$ cat src/rtl/sram_rr_arbiter.sv
`default_nettype none
// ============================================================================
// Module   : sram_rr_arbiter
// Purpose  : Two-requester round-robin arbiter onto one single-port 33-bit
//            SRAM macro port. Define SRAM_ARB_INIT_EN to clear words
//            0..511 on every exit from reset.
// Revision : 1.0
// ============================================================================
module sram_rr_arbiter #(
    parameter int AW = 9,
    parameter int DW = 32
) (
    input  logic          clk0,
    input  logic          rst0,

    input  logic          m0_req_valid,
    output logic          m0_req_ready,
    input  logic          m0_we,
    input  logic [3:0]    m0_be,
    input  logic [AW-1:0] m0_addr,
    input  logic [DW-1:0] m0_wdata,
    output logic          m0_rvalid,
    output logic [DW-1:0] m0_rdata,

    input  logic          m1_req_valid,
    output logic          m1_req_ready,
    input  logic          m1_we,
    input  logic [3:0]    m1_be,
    input  logic [AW-1:0] m1_addr,
    input  logic [DW-1:0] m1_wdata,
    output logic          m1_rvalid,
    output logic [DW-1:0] m1_rdata,

    output logic          init_done,

    output logic          sram_csb0,
    output logic          sram_web0,
    output logic [3:0]    sram_wmask0,
    output logic          sram_spare_wen0,
    output logic [9:0]    sram_addr0,
    output logic [32:0]   sram_din0,
    input  logic [32:0]   sram_dout0
);

    localparam int c_MACRO_AW = 10;
    localparam int c_MACRO_DW = 33;

    typedef enum logic [0:0] {
        c_ST_INIT = 1'b0,
        c_ST_RUN  = 1'b1
    } state_t;

    state_t                  r_state_q, w_state_d;
    logic                    r_ptr_q, w_ptr_d;
    logic                    r_init_done_q, w_init_done_d;
    logic                    r_csb_q, w_csb_d;
    logic                    r_web_q, w_web_d;
    logic [3:0]              r_wmask_q, w_wmask_d;
    logic                    r_spare_q, w_spare_d;
    logic [c_MACRO_AW-1:0]   r_addr_q, w_addr_d;
    logic [c_MACRO_DW-1:0]   r_din_q, w_din_d;
    logic                    r_rd_vld1_q, w_rd_vld1_d;
    logic                    r_rd_own1_q, w_rd_own1_d;
    logic                    r_rd_vld2_q, w_rd_vld2_d;
    logic                    r_rd_own2_q, w_rd_own2_d;
    logic                    r_rvalid0_q, w_rvalid0_d;
    logic                    r_rvalid1_q, w_rvalid1_d;
    logic [DW-1:0]           r_rdata0_q, w_rdata0_d;
    logic [DW-1:0]           r_rdata1_q, w_rdata1_d;
`ifdef SRAM_ARB_INIT_EN
    logic [8:0]              r_init_cnt_q, w_init_cnt_d;
`endif

    logic                    w_run;
    logic                    w_gnt0;
    logic                    w_gnt1;
    logic                    w_acc0;
    logic                    w_acc1;
    logic                    w_acc;
    logic                    w_sel_we;
    logic [3:0]              w_sel_be;
    logic [AW-1:0]           w_sel_addr;
    logic [DW-1:0]           w_sel_wdata;
    logic                    w_unused_dout;

    // r_ptr_q=0 favours m0 on contention, 1 favours m1.
    assign w_run        = (r_state_q == c_ST_RUN);
    assign w_gnt0       = m0_req_valid && (!m1_req_valid || !r_ptr_q);
    assign w_gnt1       = m1_req_valid && (!m0_req_valid ||  r_ptr_q);
    assign m0_req_ready = w_run && w_gnt0;
    assign m1_req_ready = w_run && w_gnt1;
    assign w_acc0       = m0_req_valid && m0_req_ready;
    assign w_acc1       = m1_req_valid && m1_req_ready;
    assign w_acc        = w_acc0 || w_acc1;

    assign w_sel_we     = w_acc1 ? m1_we    : m0_we;
    assign w_sel_be     = w_acc1 ? m1_be    : m0_be;
    assign w_sel_addr   = w_acc1 ? m1_addr  : m0_addr;
    assign w_sel_wdata  = w_acc1 ? m1_wdata : m0_wdata;

    assign w_unused_dout = ^sram_dout0;

    always_comb begin
        w_state_d     = r_state_q;
        w_ptr_d       = r_ptr_q;
        w_init_done_d = r_init_done_q;
        w_csb_d       = r_csb_q;
        w_web_d       = r_web_q;
        w_wmask_d     = r_wmask_q;
        w_spare_d     = r_spare_q;
        w_addr_d      = r_addr_q;
        w_din_d       = r_din_q;
        w_rd_vld1_d   = 1'b0;
        w_rd_own1_d   = r_rd_own1_q;
`ifdef SRAM_ARB_INIT_EN
        w_init_cnt_d  = r_init_cnt_q;
`endif

        case (r_state_q)
            c_ST_INIT: begin
`ifdef SRAM_ARB_INIT_EN
                w_csb_d      = 1'b0;
                w_web_d      = 1'b0;
                w_wmask_d    = 4'hF;
                w_spare_d    = 1'b1;
                w_addr_d     = {1'b0, r_init_cnt_q};
                w_din_d      = '0;
                w_init_cnt_d = r_init_cnt_q + 9'd1;
                if (r_init_cnt_q == 9'h1FF) begin
                    w_state_d     = c_ST_RUN;
                    w_init_done_d = 1'b1;
                end
`else
                w_state_d     = c_ST_RUN;
                w_init_done_d = 1'b1;
`endif
            end
            default: begin
                if (w_acc) begin
                    w_csb_d     = 1'b0;
                    w_web_d     = ~w_sel_we;
                    w_wmask_d   = w_sel_we ? w_sel_be : 4'h0;
                    w_spare_d   = 1'b0;
                    w_addr_d    = c_MACRO_AW'(w_sel_addr);
                    w_din_d     = c_MACRO_DW'(w_sel_wdata);
                    w_ptr_d     = ~w_acc1;
                    w_rd_vld1_d = ~w_sel_we;
                    w_rd_own1_d = w_acc1;
                end else begin
                    w_csb_d     = 1'b1;
                    w_web_d     = 1'b1;
                    w_wmask_d   = 4'h0;
                    w_spare_d   = 1'b0;
                end
            end
        endcase

        // Macro samples pins one edge after issue; data is taken the edge after.
        w_rd_vld2_d = r_rd_vld1_q;
        w_rd_own2_d = r_rd_own1_q;
        w_rvalid0_d = r_rd_vld2_q && !r_rd_own2_q;
        w_rvalid1_d = r_rd_vld2_q &&  r_rd_own2_q;
        w_rdata0_d  = w_rvalid0_d ? sram_dout0[DW-1:0] : r_rdata0_q;
        w_rdata1_d  = w_rvalid1_d ? sram_dout0[DW-1:0] : r_rdata1_q;
    end

    always_ff @(posedge clk0) begin
        if (rst0) begin
            r_state_q     <= c_ST_INIT;
            r_ptr_q       <= 1'b0;
            r_init_done_q <= 1'b0;
            r_csb_q       <= 1'b1;
            r_web_q       <= 1'b1;
            r_wmask_q     <= 4'h0;
            r_spare_q     <= 1'b0;
            r_addr_q      <= '0;
            r_din_q       <= '0;
            r_rd_vld1_q   <= 1'b0;
            r_rd_own1_q   <= 1'b0;
            r_rd_vld2_q   <= 1'b0;
            r_rd_own2_q   <= 1'b0;
            r_rvalid0_q   <= 1'b0;
            r_rvalid1_q   <= 1'b0;
            r_rdata0_q    <= '0;
            r_rdata1_q    <= '0;
`ifdef SRAM_ARB_INIT_EN
            r_init_cnt_q  <= '0;
`endif
        end else begin
            r_state_q     <= w_state_d;
            r_ptr_q       <= w_ptr_d;
            r_init_done_q <= w_init_done_d;
            r_csb_q       <= w_csb_d;
            r_web_q       <= w_web_d;
            r_wmask_q     <= w_wmask_d;
            r_spare_q     <= w_spare_d;
            r_addr_q      <= w_addr_d;
            r_din_q       <= w_din_d;
            r_rd_vld1_q   <= w_rd_vld1_d;
            r_rd_own1_q   <= w_rd_own1_d;
            r_rd_vld2_q   <= w_rd_vld2_d;
            r_rd_own2_q   <= w_rd_own2_d;
            r_rvalid0_q   <= w_rvalid0_d;
            r_rvalid1_q   <= w_rvalid1_d;
            r_rdata0_q    <= w_rdata0_d;
            r_rdata1_q    <= w_rdata1_d;
`ifdef SRAM_ARB_INIT_EN
            r_init_cnt_q  <= w_init_cnt_d;
`endif
        end
    end

    assign init_done       = r_init_done_q;
    assign sram_csb0       = r_csb_q;
    assign sram_web0       = r_web_q;
    assign sram_wmask0     = r_wmask_q;
    assign sram_spare_wen0 = r_spare_q;
    assign sram_addr0      = r_addr_q;
    assign sram_din0       = r_din_q;
    assign m0_rvalid       = r_rvalid0_q;
    assign m1_rvalid       = r_rvalid1_q;
    assign m0_rdata        = r_rdata0_q;
    assign m1_rdata        = r_rdata1_q;

endmodule
`default_nettype wire

$ cat config.mk
export PLATFORM = sky130hd
export DESIGN_NAME = sram_rr_arbiter
export DESIGN_NICKNAME = d
export VERILOG_FILES = /design/src/rtl/sram_rr_arbiter.sv
export SDC_FILE = /design/constraint.sdc
export NUM_CORES = 1
export LEC_CHECK = 0
export ABC_AREA = 1
export CAP_MARGIN = 30
export CORE_AREA = 5 5 117 86
export DETAILED_ROUTE_END_ITERATION = 10
export DIE_AREA = 0 0 122 91
export DONT_BUFFER_PORTS = 1
export MAX_ROUTING_LAYER = met4
export PLACE_DENSITY = 0.74
export SLEW_MARGIN = 20
export SYNTH_ARGS = -nofsm -noshare
export SYNTH_HDL_FRONTEND = slang
export SYNTH_SLANG_ARGS = --single-unit
$ cat constraint.sdc
create_clock -name clk0 -period 2.5 [get_ports clk0]
set_clock_uncertainty 0.1 [all_clocks]
set_input_delay 0.5 -clock clk0 [delete_from_list [all_inputs] [get_ports clk0]]
set_output_delay 0.5 -clock clk0 [all_outputs]
set_load 0.01 [all_outputs]
==> flow_summary_export.csv <==
group,metric,value,unit
timing,period_needed,1890,ps
cells_and_area,num-nets-final,776,
clocking,clk_path_buf_depth,2,
power,power.density,879.7,nW/um2
yosys,synth.distinct_cells,25,
critical_path,crit_arrival,1290,ps
critical_path,setup.worst_path.class,"reg -> out",
routing,vias_per_cell,5.195,
clocking,htreeDepth,4,
power,p_leak,2.503,nW
yosys,synthArstFlopShare,0,
critical_path,required,1900,ps
cells_and_area,n_antenna_cell,0,
grt,met2_usage,0.3447,
grt,grt_util_met3,0.09255,
clocking,post_cts_buffers,0,
timing,max_freq,529.2,MHz
worst_hold_path,hold_class,"in -> reg",
yosys,synth-edff-count,0,
yosys,seq_area_frac_synth,0.5135,
grt,grt.total_usage,0.2170,
routing,drt-initial-drc-count,314,
clocking,holdBufCountCts,0,
placed_design,dp.final_hpwl,8.712,mm
critical_path,cp_num_buf_inv,1,
grt,grt_pass1_vias,3831,
placed_design,place_inst,752,
timing,rsz0062_at_grt,"no",
grt,busiest_layer,"met2",
routing,drc_errors,0,
yosys,post-synth-top-area-cell,"dfxtp_1",
cells_and_area,layout-drive-gt1-share,0.07727,
clocking,clk_pin_slew_worst_paths,60,ps
routing,ant_nets,0,
yosys,synth_flop_cell,"dfxtp_1",
timing,final-hold-violation-count,0,
critical_path,start_kind,"register",
critical_path,critPathMaxFanout,6,
floorplan,dieHeight,91,um
grt,met1_usage,0.2427,
critical_path,cp_cell_sequence,"nand3_2, inv_2",
routing,vias,4073,
routing,wire_per_inst,15.49,um
critical_path,max_stage_delay,440,ps
cells_and_area,syn2layout_area_growth,12.97,%
run,maxCapViolCount,0,
critical_path,crit_family,"flip-flops",
routing,first_pass_iters,4,
routing,wirelength,12.14,mm
timing,timing.setup.tns,0,ps
yosys,synth_warnings,0,
yosys,netlist_area,4678,um2
clocking,root_buffer,"clkbuf_16",
yosys,ys_seq_elements,120,
grt,grt_overflow,0,
clocking,cts_buffers,17,
timing,slew_headroom,0.6325,
yosys,netlist_instances,657,
timing,worst_pin_slew,551.3,ps
timing,hold-worst-slack,67.83,ps
timing,slew_viol_final,0,
timing,setup_violations,0,
yosys,yosysMostFrequentCell,"nand2_1",
floorplan,initial_utilization,0.5306,
timing,min_period_over_period,0.7559,
critical_path,cpMaxStageDelayCell,"dfxtp_1",
cells_and_area,finalNonFillerCells,784,
yosys,syn_area_per_cell,7.121,um2
clocking,cts_tree,"built",
floorplan,io_pins,248,
yosys,yosys-top-cells-count,"176 x nand2_1, 140 x nor2_1, 120 x dfxtp_1",
floorplan,core-area,8817,um2
yosys,synth_area_leaders,"dfxtp_1 51%, nand2_1 14%, nor2_1 11%",
floorplan,row_count,29,
placed_design,gp_congestion,0.8307,
power,vdd_drop_max,0.4122,mV
clocking,clock_latency,390,ps
floorplan,die_w,122,um
status,run_status,"finished, final reports clean",
placed_design,io_buffers,0,
clocking,cts_resized,0,
grt,grt_max_degree,68,
clocking,clock-sinks,120,
critical_path,endpoint_kind,"output port",
grt,antenna_found_initial,0,
grt,grt_pass1_wl,18.98,mm
yosys,yosys.area.top_type_share,0.5135,
floorplan,dieArea,11100,um2
## per-layer routing
layer | vias to the layer above | share of wire
li1 | 2009 | -
met1 | 1841 | 0.39
met2 | 195 | 0.48
met3 | 28 | 0.11
met4 | 0 | 0.022
met5 | - | 0
## power by group
part           switching (mW)  leakage (nW)  internal (mW)  total [mW]
logic                   0.172          1.25         0.0851       0.258
clock network           0.829         0.275           1.48        2.31
registers              0.0890         0.977           1.99        2.08
total                    1.09          2.50           3.56        4.65
## metrics by stage
step,worst slack [ps],instance area [um2],util,power (mW)
detailed placement,697.3,4713,0.5346,2.378
global placement,708.9,4713,0.5346,2.364
floorplan,883.0,4686,-,2.329
finish,610.3,5285,0.5994,4.649
global route,524.2,5285,0.5994,4.840
CTS,589.2,5285,0.5994,4.698
## final timing paths
path | startpoint | slack (ps) | cells after the start | to
worst max-delay path | r_state_q | 610 | 2 | m0_req_ready
worst min-delay path | rst0 | 70 | 1 | sram_wmask0[1]
worst max register to register | r_state_q | 740 | 7 | sram_addr0[0]
worst min register to register | r_rd_vld1_q | 310 | 2 | r_rd_vld2_q
## state kept, by name (all words and copies together), names as in the netlist
signal / count
r_rd_own2_q: 1
sram_web0: 1
m1_rdata: 32
m1_rvalid: 1
m0_rvalid: 1
r_rd_vld1_q: 1
m0_rdata: 32
r_rd_vld2_q: 1
r_rd_own1_q: 1
r_state_q: 1
sram_csb0: 1
sram_addr0: 9
sram_din0: 32
r_ptr_q: 1
init_done: 1
sram_wmask0: 4
## area by class of cell
type / count / area, um2
fillers: 797 / 3532
flip-flops and latches: 120 / 2402
multi-input cells: 450 / 1901
clock buffers: 19 / 442.9
inverters: 50 / 195.2
well taps: 124 / 155.1
clock inverters: 13 / 128.9
repair buffers: 8 / 60.06
## cell families (layout without fill, tap and decap cells)
| logic type | count (synthesis) | after routing | synth area share |
|---|---|---|---|
| AO/OA/AOI/OAI | 75 | 75 | 0.08104 |
| buffers and inverters | 89 | 90 | 0.08398 |
| flip-flops | 120 | 120 | 0.5135 |
| other | 1 | 3 | 0.0008016 |
| AND/OR/NAND/NOR | 372 | 372 | 0.3207 |
## cells in the final DEF, fill, tap and decap left out, types with 3 or more instances in the layout
| cell | instances |
|---|---|
| nand3_1 | 48 |
| o21ai_0 | 66 |
| clkinv_2 | 6 |
| buf_4 | 8 |
| clkbuf_16 | 17 |
| inv_1 | 46 |
| o21ai_1 | 3 |
| dfxtp_1 | 120 |
| clkinvlp_4 | 4 |
| a21oi_1 | 5 |
| conb_1 | 3 |
| nand2_1 | 176 |
| nor2_1 | 139 |
Power figures use the tool's default switching activity.
